==> src/rtl/ps_arbiter_pkg.sv <==
// Shared definitions for the Program Storage stage arbiter: packet/counter
// defaults and the handshake FSM state encoding.
package ps_arbiter_pkg;

    localparam int PS_PACK_W = 52;
    localparam int PS_CNT_W  = 16;

    typedef enum logic [1:0] {
        ST_IDLE = 2'd0,
        ST_SEND = 2'd1,
        ST_RTZ  = 2'd2
    } arb_state_e;

endpackage

==> src/rtl/ps_arbiter_rr_pick2.sv <==
// Two-way round-robin pick: a lone requester wins outright, a tie goes to
// the requester named by the priority bit.
module rr_pick2 (
    input  logic [1:0] req,
    input  logic       prio,
    output logic       valid,
    output logic       idx
);

    always_comb begin
        valid = |req;
        idx   = (req == 2'b11) ? prio : req[1];
    end

endmodule

==> src/rtl/ps_arbiter.sv <==
// Two-input four-phase arbiter feeding the Program Storage stage, with a
// registered packet path and per-requester completed-grant counters.
module ps_arbiter
    import ps_arbiter_pkg::*;
#(
    parameter int PACK_W = PS_PACK_W,
    parameter int CNT_W  = PS_CNT_W
) (
    input  logic              CLK,
    input  logic              MR_n,
    input  logic              Send_in0,
    input  logic              Send_in1,
    input  logic [PACK_W-1:0] PACKET_IN0,
    input  logic [PACK_W-1:0] PACKET_IN1,
    output logic              Ack_out0,
    output logic              Ack_out1,
    output logic              Send_out,
    output logic [PACK_W-1:0] PACKET_OUT,
    input  logic              Ack_in,
    output logic [CNT_W-1:0]  GCNT0,
    output logic [CNT_W-1:0]  GCNT1
);

    arb_state_e              state_reg, state_next;
    logic                    w_reg, w_next;
    logic                    p_reg, p_next;
    logic                    send_reg, send_next;
    logic [1:0]              ack_reg, ack_next;
    logic [PACK_W-1:0]       pkt_reg, pkt_next;
    logic [1:0][CNT_W-1:0]   gcnt_reg, gcnt_next;
    logic [1:0]              cnt_inc;
    logic [1:0]              send_in;
    logic                    pick_valid;
    logic                    pick_idx;

    assign send_in = {Send_in1, Send_in0};

    rr_pick2 u_pick (
        .req   (send_in),
        .prio  (p_reg),
        .valid (pick_valid),
        .idx   (pick_idx)
    );

    // State register: every output is taken straight from here.
    always_ff @(posedge CLK or negedge MR_n) begin
        if (!MR_n) begin
            state_reg <= ST_IDLE;
            w_reg     <= 1'b0;
            p_reg     <= 1'b0;
            send_reg  <= 1'b0;
            ack_reg   <= 2'b00;
            pkt_reg   <= '0;
            gcnt_reg  <= '0;
        end else begin
            state_reg <= state_next;
            w_reg     <= w_next;
            p_reg     <= p_next;
            send_reg  <= send_next;
            ack_reg   <= ack_next;
            pkt_reg   <= pkt_next;
            gcnt_reg  <= gcnt_next;
        end
    end

    always_comb begin
        state_next = state_reg;
        w_next     = w_reg;
        p_next     = p_reg;
        send_next  = send_reg;
        ack_next   = ack_reg;
        pkt_next   = pkt_reg;
        cnt_inc    = 2'b00;
        case (state_reg)
            ST_IDLE: begin
                if (pick_valid) begin
                    w_next     = pick_idx;
                    pkt_next   = pick_idx ? PACKET_IN1 : PACKET_IN0;
                    send_next  = 1'b1;
                    state_next = ST_SEND;
                end
            end
            ST_SEND: begin
                // A winner that drops its request here still gets a full handshake.
                if (Ack_in) begin
                    send_next        = 1'b0;
                    ack_next[w_reg]  = 1'b1;
                    state_next       = ST_RTZ;
                end
            end
            ST_RTZ: begin
                if (!Ack_in && !send_in[w_reg]) begin
                    ack_next         = 2'b00;
                    p_next           = ~w_reg;
                    cnt_inc[w_reg]   = 1'b1;
                    state_next       = ST_IDLE;
                end
            end
            default: state_next = ST_IDLE;
        endcase
        for (int i = 0; i < 2; i++) begin
            gcnt_next[i] = gcnt_reg[i] + CNT_W'(cnt_inc[i]);
        end
    end

    always_comb begin
        Send_out   = send_reg;
        Ack_out0   = ack_reg[0];
        Ack_out1   = ack_reg[1];
        PACKET_OUT = pkt_reg;
        GCNT0      = gcnt_reg[0];
        GCNT1      = gcnt_reg[1];
    end

endmodule
==> config.mk <==
export PLATFORM = sky130hd
export DESIGN_NAME = ps_arbiter
export DESIGN_NICKNAME = d
export VERILOG_FILES = /design/src/rtl/ps_arbiter_pkg.sv /design/src/rtl/ps_arbiter_rr_pick2.sv /design/src/rtl/ps_arbiter.sv
export SDC_FILE = /design/constraint.sdc
export NUM_CORES = 1
export LEC_CHECK = 0
export ABC_CLOCK_PERIOD_IN_PS = 3000
export BUFFER_PORTS_ARGS = -buffer_cell sky130_fd_sc_hd__buf_2
export CAP_MARGIN = 15
export CORE_MARGIN = 3
export CORE_UTILIZATION = 46
export DETAILED_ROUTE_END_ITERATION = 8
export PLACE_DENSITY_LB_ADDON = 0.3
export SLEW_MARGIN = 10
export SYNTH_ARGS = -nofsm -noshare
export SYNTH_HDL_FRONTEND = slang
export SYNTH_SLANG_ARGS = --single-unit
==> constraint.sdc <==
create_clock -name CLK -period 3 [get_ports CLK]
set_clock_uncertainty 0.1 [all_clocks]
set_input_delay 0.6 -clock CLK [delete_from_list [all_inputs] [get_ports CLK]]
set_output_delay 0.6 -clock CLK [all_outputs]
set_load 0.02 [all_outputs]
; Yosys cells after proc, flatten, opt, wreduce, memory -nomap -nowiden
; Index checks and enable logic that the tools add are counted.
[totals]
in_bits = 109
out_inout_bits = 87
reg_bits = 91
elab_cells = 50
[classes]
addsub = 2
n_lt_le_gt_ge = 2
n_eq_ne = 6
mux = 17
n_reduce_logical = 13
n_bitwise = 2
[op_table]
columns = cell, count
row1 = 52-bit two-way mux, 1
row2 = 16-bit by 1-bit adder with 16-bit output, 2
row3 = 2-bit two-way mux, 6
row4 = 3-bit AND reduction, 3
row5 = 1-bit two-way mux, 6
row6 = "2-bit inequality test, second input constant", 3
row7 = 2-bit one-hot mux with 3 select lines, 1
row8 = "2-bit == test, second input constant", 2
row9 = 2-bit one-hot mux with 2 select lines, 1
row10 = 2-bit AND reduction, 2
row11 = 2-bit nonzero test, 2
row12 = "2-bit by 1-bit == test with 1-bit output, second input constant", 1
row13 = 1-bit logical AND, 2
row14 = 1-bit zero test, 2
row15 = 2-bit zero test, 1
row16 = "1-bit by 2-bit less-than comparator with 1-bit output, second input constant", 1
row17 = 2-bit OR, 1
row18 = 1-bit one-hot mux with 2 select lines, 1
row19 = 2-bit OR reduction, 1
row20 = 1-bit demux with 1-bit select, 1
row21 = "1-bit >= comparator, second input constant", 1
row22 = 1-bit inverter, 1

; Logic depth before layout (Yosys ltp)
; Gate-level depths: netlist (run 1).
[depth]
ltp_word = 7
mapped_depth = 9
ltp_nobuf = 9

; Cells and area by module
; From an unflattened synthesis (run 1), not the netlist that was laid out.
[hier_totals]
hier_cells = 376
hier_area_um2 = 4088.9
[by_module_without_submodules]
columns = module, area_each_um2, seq_area_each_um2, instances, cells_each
row1 = ps_arbiter, 4071.4, 2277.2, 1, 373
row2 = rr_pick2, 17.5, 0.0, 1, 3

; Worst setup path before layout (run 1)
; OpenSTA, ideal clock, no wires.
[synth_timing]
path_type = input -> register
start = input Send_in0
end = register gcnt_reg, in the netlist GCNT1[10]
cell_stages = 9
n_path_buf = 0
arrival_time_ps = 2418
required_ps = 2771
path_slack_ps = 353
setup_time_ps = 129
cell_sequence = mux2_4 or4b_4 nor2_1 ha_1 ha_1 nand3_1 nor2_1 nand4_1 xnor2_1
[synth_rtl]
columns = item, line_no
row1 = "start, declared", ps_arbiter.sv:11  ; input logic Send_in0,
row2 = "end signal, assigned", ps_arbiter.sv:62  ; gcnt_reg <= gcnt_next;
row3 = "end, declared", ps_arbiter.sv:30  ; logic [1:0][CNT_W-1:0] gcnt_reg, gcnt_next;

==> qor.yml, run 1 <==
run_status:
  outcome: "complete, no violations"
job:
  cap_viol_max_count: 0
placed_design:
  dp_hpwl_mm: 7.75
  gp_congestion: 0.771
  port_buffers: 195
floorplan:
  initial_core_util: 0.477
  dieArea_um2: 9750
  core_um2: 8300
  io_pins: 196
  rows: 33
  die_w_um: 98.7
  fp.dieH_um: 98.7
critical_path:
  start_kind: "flop"
  crit_chain: "mux2_4 -> or4b_4 -> nor2_1 -> ha_1 -> ha_1 -> nand3_1 -> nor2_1 -> nand4_1 -> xnor2_1"
  r2r_cells: 9
  rrSetupSlack_ns: 0.30
  cp.arrival_ns: 2.83
  slowest_delay_ns: 0.52
  endpoint_kind: "flop"
  critPathSlowestCell: "or4b_4"
  critical_path_class: "reg2reg"
  timing.rr.end: "GCNT1[10]$_DFF_PN0_"
  cp_max_fo: 5
  r2r_start: "w_reg$_DFFE_PN0P_"
  cp.required_ns: 3.13
sta:
  fin_crit_ns: 2.70
  fmax_ghz: 0.370
  fin_setup_tns_ns: 0
  setup_viol: 0
  rsz0062_at_grt: "false"
  fin_hold_ws_ns: 0.139
  min_period_over_period: 0.901
  slew_headroom: 0.530
  hold_viol: 0
  maxSlewViolCount: 0
  tightest_slew_ns: 0.705
global_route:
  grt_pass1_vias: 3694
  antenna_found_initial: 0
  grt_overflow_total: 0
  grt_pass1_wl_mm: 17.7
  track_usage: 0.223
  grt_max_degree: 48
logic_synthesis:
  synthCells: 427
  synth_area_um2: 3960
  synth_top_area_cell: "dfrtp_1"
  ys_ff_latch: 91
  synth_seq_area_share: 0.576
  syn_area_per_cell_um2: 9.27
  synth_fp_nets: 541
  ys.warnings.count: 0
  synth_area_leaders: "dfrtp_1 58%, a21oi_1 13%, nand2_1 6.4%, nor2_1 6.4%, xnor2_1 3.3%"
  synth_cell_types: 26
  yosysTopAreaCellShare: 0.576
pwr:
  internal-power_mw: 2.83
  p_per_area_nw_per_um2: 916
  p_leak_nw: 2.80
  power_frac_comb: 0.432
  p_clk_frac: 0.178
  switching_share: 0.419
  peakVddDrop_mv: 0.503
  p_switching_mw: 2.04
  pwr-share-seq: 0.390
  total_power_mw: 4.87
clock_tree:
  cts_tree: "yes"
  cts_hold_buf: 0
  clk_latency_ns: 0.35
  cts_buffers: 9
  postCtsSetupRepairBufs: 0
  clk_pin_slew_ns: 0.09
  cts-resized-gates: 0
  cts_max_level: 3
  clock_path_buffers: 2
  cts_sinks: 91
  clock-root-buffer: "clkbuf_8"
finish:
  largest_register_ff_count: 52
  diodes: 0
  fin_util: 0.641
  nNetsFinal: 733
  drive_gt1_frac: 0.362
  area_growth_pct: 34.5
min_path:
  hold_path.class: "in2async"
drt:
  via_per_inst: 5.09
  vias: 3714
  drt_first_iter_violations: 110
  drt_wl_total_mm: 10.6
  ant_nets: 0
  routedWlPerCell_um: 14.5
  drt_pass1_iterations: 4
  drcViolationCount: 0
[how the worst max path moves through the flow]
stage | start | to | slack [ns]
after floorplan | Send_in0 | GCNT1[10]$_DFF_PN0_ | 0.35
after global placement | Send_in0 | GCNT1[10]$_DFF_PN0_ | 0.12
after detailed placement | Send_in0 | GCNT1[12]$_DFF_PN0_ | 0.05
after CTS | w_reg$_DFFE_PN0P_ | GCNT1[12]$_DFF_PN0_ | 0.27
after global routing | w_reg$_DFFE_PN0P_ | GCNT1[10]$_DFF_PN0_ | 0.08
final | w_reg$_DFFE_PN0P_ | GCNT1[10]$_DFF_PN0_ | 0.30
[cell type report]
cell class	instances	area [um^2]
clock inverters	5	61.3
flip-flops and latches	91	2280
fillers	707	2980
repair buffers	203	1090
multi-input cells	311	1600
inverters	3	11.3
clock buffers	11	151
well taps	105	131
[per-layer routing]
layer,track usage,routed length (um)
met5,0,0
met4,0.0714,163
met3,0.0665,918
met2,0.365,5190
met1,0.285,4320
[critical path: cells and delay by family, from the launching register on]
family / cells / cell delay, ns
AND/OR/NAND/NOR: 5 / 1.20
flip-flops: 1 / 0.44
adder cells (fa/ha/maj): 2 / 0.40
multiplexers: 1 / 0.32
XOR/XNOR: 1 / 0.14
[logic make-up (layout without fill, tap and decap cells)]
kind of cell | after synthesis | in the layout | synth area share
flops | 91 | 91 | 0.576
buf+inv | 25 | 222 | 0.0244
mux | 1 | 1 | 0.00379
fa+ha+maj | 5 | 5 | 0.0158
xor+xnor | 28 | 28 | 0.0620
simple gates | 164 | 164 | 0.173
compound gates | 113 | 113 | 0.145
[cell usage after synthesis]
| cell | instances |
|---|---|
| nand2b_1 | 3 |
| clkbuf_1 | 20 |
| o21ai_0 | 4 |
| xnor2_1 | 15 |
| nor4_1 | 1 |
| a21oi_1 | 104 |
| nand2_1 | 67 |
| or2_1 | 1 |
| a21o_1 | 1 |
| inv_1 | 3 |
| xor2_1 | 13 |
| o21a_1 | 3 |
| mux2_4 | 1 |
| nor3_1 | 3 |
| nand3b_1 | 1 |
| nand3_1 | 11 |
| buf_2 | 2 |
| and4_1 | 1 |
| nor2_2 | 1 |
| nor2_1 | 67 |
| dfrtp_1 | 91 |
| and2_1 | 1 |
| o21ai_1 | 1 |
| ha_1 | 5 |
| nand4_1 | 6 |
| or4b_4 | 1 |
[placed cells by master (no fill, tap or decap), drive strengths merged]
cell	instances
buf	203
a21oi	104
dfrtp	91
nor2	68
nand2	67
xnor2	15
xor2	13
nand3	11
clkbuf	11
nand4	6
ha	5
o21ai	5
clkinv	4
inv	3
nand2b	3
nor3	3
o21a	3
mux2	1
or4b	1
and4	1
nor4	1
or2	1
and2	1
nand3b	1
a21o	1
bufinv	1
[through the flow]
step           instance area [um^2]  worst slack [ns]  instances
4_1_cts                        5320             0.274        729
6_report                       5320             0.297        729
2_1_floorplan                  3960             0.353        427
3_5_place_dp                   5110            0.0529        713
3_3_place_gp                   5110             0.116        713
5_1_grt                        5320            0.0842        729
[power by group through the flow]
stage	Clock, mW	Combinational [mW]	Sequential, mW
2_1_floorplan	0	0.831	2.40
6_report	0.868	2.11	1.90
4_1_cts	0.891	2.13	1.90
5_1_grt	0.940	2.33	1.96
3_5_place_dp	0	2.14	1.91
3_3_place_gp	0	2.09	1.90
(Power assumes the default switching activity.)
==> run 2: changes to the inputs <==
--- a/config.mk
+++ b/config.mk
@@ -6,12 +6,13 @@
 export NUM_CORES = 1
 export LEC_CHECK = 0
 export ABC_CLOCK_PERIOD_IN_PS = 3000
-export BUFFER_PORTS_ARGS = -buffer_cell sky130_fd_sc_hd__buf_2
 export CAP_MARGIN = 15
 export CORE_MARGIN = 3
-export CORE_UTILIZATION = 46
+export CORE_UTILIZATION = 60
 export DETAILED_ROUTE_END_ITERATION = 8
+export DONT_BUFFER_PORTS = 1
 export PLACE_DENSITY_LB_ADDON = 0.3
+export SKIP_LAST_GASP = 1
 export SLEW_MARGIN = 10
 export SYNTH_ARGS = -nofsm -noshare
 export SYNTH_HDL_FRONTEND = slang
==> qor.yml, run 2 (synthesized netlist as in run 1, its figures left out) <==
global_route:
  grt_pass1_vias: 3021  # -18%
  grt_util_met3: 0.0823  # +0.0158
  track_usage: 0.255  # +0.0318
  grt_max_degree: 92  # +92%
  antenna_found_initial: 0  # unchanged
  grt_busiest_layer: "met2"
  grt_pass1_wl_mm: 15.0  # -15%
  use_met2: 0.409  # +0.0441
  met1_usage: 0.322  # +0.0374
  grt_overflow_total: 0  # unchanged
finish:
  fin_cells: 501  # -31%
  layout_commonest_cell: "a21oi_1"
  area_growth_pct: 7.27
  final_cell_mix: "104 x a21oi_1, 91 x dfrtp_1, 67 x nor2_1, 66 x nand2_1, 15 x xnor2_1"
  final_area_um2: 4240  # -20%
  nNetsFinal: 535  # -27%
  drive_gt1_frac: 0.0610  # -0.301
  largest_register_ff_count: 52  # unchanged
  diodes: 0  # unchanged
sta:
  fmax_ghz: 0.363  # -1.9%
  fin_ws_ns: 0.246  # -0.0517 ns
  fin_setup_tns_ns: 0  # unchanged
  setup_viol: 0  # unchanged
  slew_headroom: 0.360  # -0.170
  maxSlewViolCount: 0  # unchanged
  rsz0062_at_grt: "false"
  hold_viol: 0  # unchanged
  tightest_slew_ns: 0.956  # +0.251 ns
  fin_crit_ns: 2.75  # +0.0517 ns
  min_period_over_period: 0.918  # +0.0172
placed_design:
  dp_slack_ns: 0.147  # +0.0945 ns
  dp_hpwl_mm: 6.92  # -11%
  dp_cells: 484  # -32%
  port_buffers: 0  # -100%
  gp_congestion: 0.824  # +6.9%
  post_dp_cell_area_um2: 4010  # -21%
pwr:
  peakVddDrop_mv: 0.652  # +29%
  p_leak_nw: 1.96  # -30%
  internal-power_mw: 2.48  # -13%
  switching_share: 0.438  # +0.0196
  total_power_mw: 4.41  # -9.5%
  pwr-share-seq: 0.568  # +0.178
  p_clk_frac: 0.192  # +0.014
  p_per_area_nw_per_um2: 1040  # +13%
  power_frac_comb: 0.240  # -0.192
  p_switching_mw: 1.93  # -5.3%
drt:
  ant_nets: 0  # unchanged
  drt_wl_total_mm: 9.74  # -8.0%
  drt_pass1_iterations: 5  # +1
  via_per_inst: 6.09  # +19%
  routedWlPerCell_um: 19.4  # +34%
  drt_first_iter_violations: 140  # +27%
  drcViolationCount: 0  # unchanged
  vias: 3050  # -18%
critical_path:
  endpoint_kind: "flop"
  crit_chain: "mux2_4 -> or4b_4 -> nor2_2 -> ha_1 -> ha_1 -> nand2_1 -> nor2_1 -> nand4_1 -> xnor2_1"
  r2r_start: "w_reg$_DFFE_PN0P_"
  cp-startpoint: "w_reg$_DFFE_PN0P_"
  critical_path_class: "reg2reg"
  path_common_cell: "ha_1"
  slowest_delay_ns: 0.52  # about the same
  cp_max_fo: 5  # unchanged
  start_kind: "flop"
  cp.arrival_ns: 2.91  # +0.08 ns
  cp.required_ns: 3.15  # +0.02 ns
  rrSetupSlack_ns: 0.25  # -0.05 ns
  r2r_cells: 9  # unchanged
  critPathSlowestCell: "or4b_4"
clock_tree:
  cts_sinks: 91  # unchanged
  postCtsSetupRepairBufs: 0  # unchanged
  clk_pin_slew_ns: 0.10  # about the same
  cts_buffers: 9  # unchanged
  cts-resized-gates: 0  # unchanged
  clock-root-buffer: "clkbuf_8"
  cts_max_level: 3  # unchanged
  clk_latency_ns: 0.35  # about the same
  cts_tree: "yes"
  clock_path_buffers: 2  # unchanged
run_status:
  outcome: "complete, no violations"
floorplan:
  rows: 28  # -15%
  initial_core_util: 0.642  # +0.165
  core_um2: 6170  # -26%
  io_pins: 196  # unchanged
  dieArea_um2: 7600  # -22%
  fp.dieH_um: 87.2  # -12%
  die_w_um: 87.2  # -12%
min_path:
  hold_path.class: "in2async"
job:
  cap_viol_max_count: 0  # unchanged
[run 2: final timing paths]
path	endpoint
worst min-delay path	GCNT0[7]$_DFF_PN0_
worst max register to register	GCNT0[10]$_DFF_PN0_
max in group asynchronous	PACKET_OUT[3]$_DFFE_PN0P_
worst min register to register	p_reg$_DFFE_PN0P_
worst max-delay path	GCNT0[10]$_DFF_PN0_
min in group CLK	PACKET_OUT[11]$_DFFE_PN0P_
[run 2: power groups by stage]
stage | Clock (mW) | Sequential (mW) | Combinational, mW
after floorplan | 0 | 2.40 | 0.831
after global placement | 0 | 2.52 | 0.969
after detailed placement | 0 | 2.53 | 1.03
after CTS | 0.854 | 2.51 | 1.05
after global routing | 0.912 | 2.55 | 1.23
final | 0.847 | 2.50 | 1.06
[run 2: what timing repair did]
item                                    CTS  global route
hold buffers                              1             0
endpoints found under the hold margin    91             0
endpoints found under the setup margin    0             0
[run 2: layer usage]
metal | vias to the layer above | wire [um]
met2 | 175 | 4830
met5 | - | 0
li1 | 1409 | -
met4 | 0 | 191
met1 | 1452 | 3640
met3 | 14 | 1080
[run 2: per-stage QoR]
| step | hold slack [ns] | util |
|---|---|---|
| floorplan | 0.204 | - |
| global placement | 0.206 | 0.651 |
| detailed placement | 0.206 | 0.651 |
| CTS | 0.0736 | 0.688 |
| global route | 0.0737 | 0.688 |
| finish | 0.0324 | 0.688 |
[run 2: layout make-up]
class | instances | area [um^2]
Tap cell | 75 | 93.8
Clock inverter | 3 | 46.3
Inverter | 3 | 11.3
Fill cell | 479 | 1920
Clock buffer | 13 | 159
Timing Repair Buffer | 5 | 57.6
Multi-Input combinational cell | 311 | 1600
Sequential cell | 91 | 2280
[run 2: critical path: cells and delay by family, from the launching register on]
family	cells	cell delay [ns]
fa+ha+maj	2	0.40
mux	1	0.32
simple gates	5	1.14
flops	1	0.44
xor+xnor	1	0.25
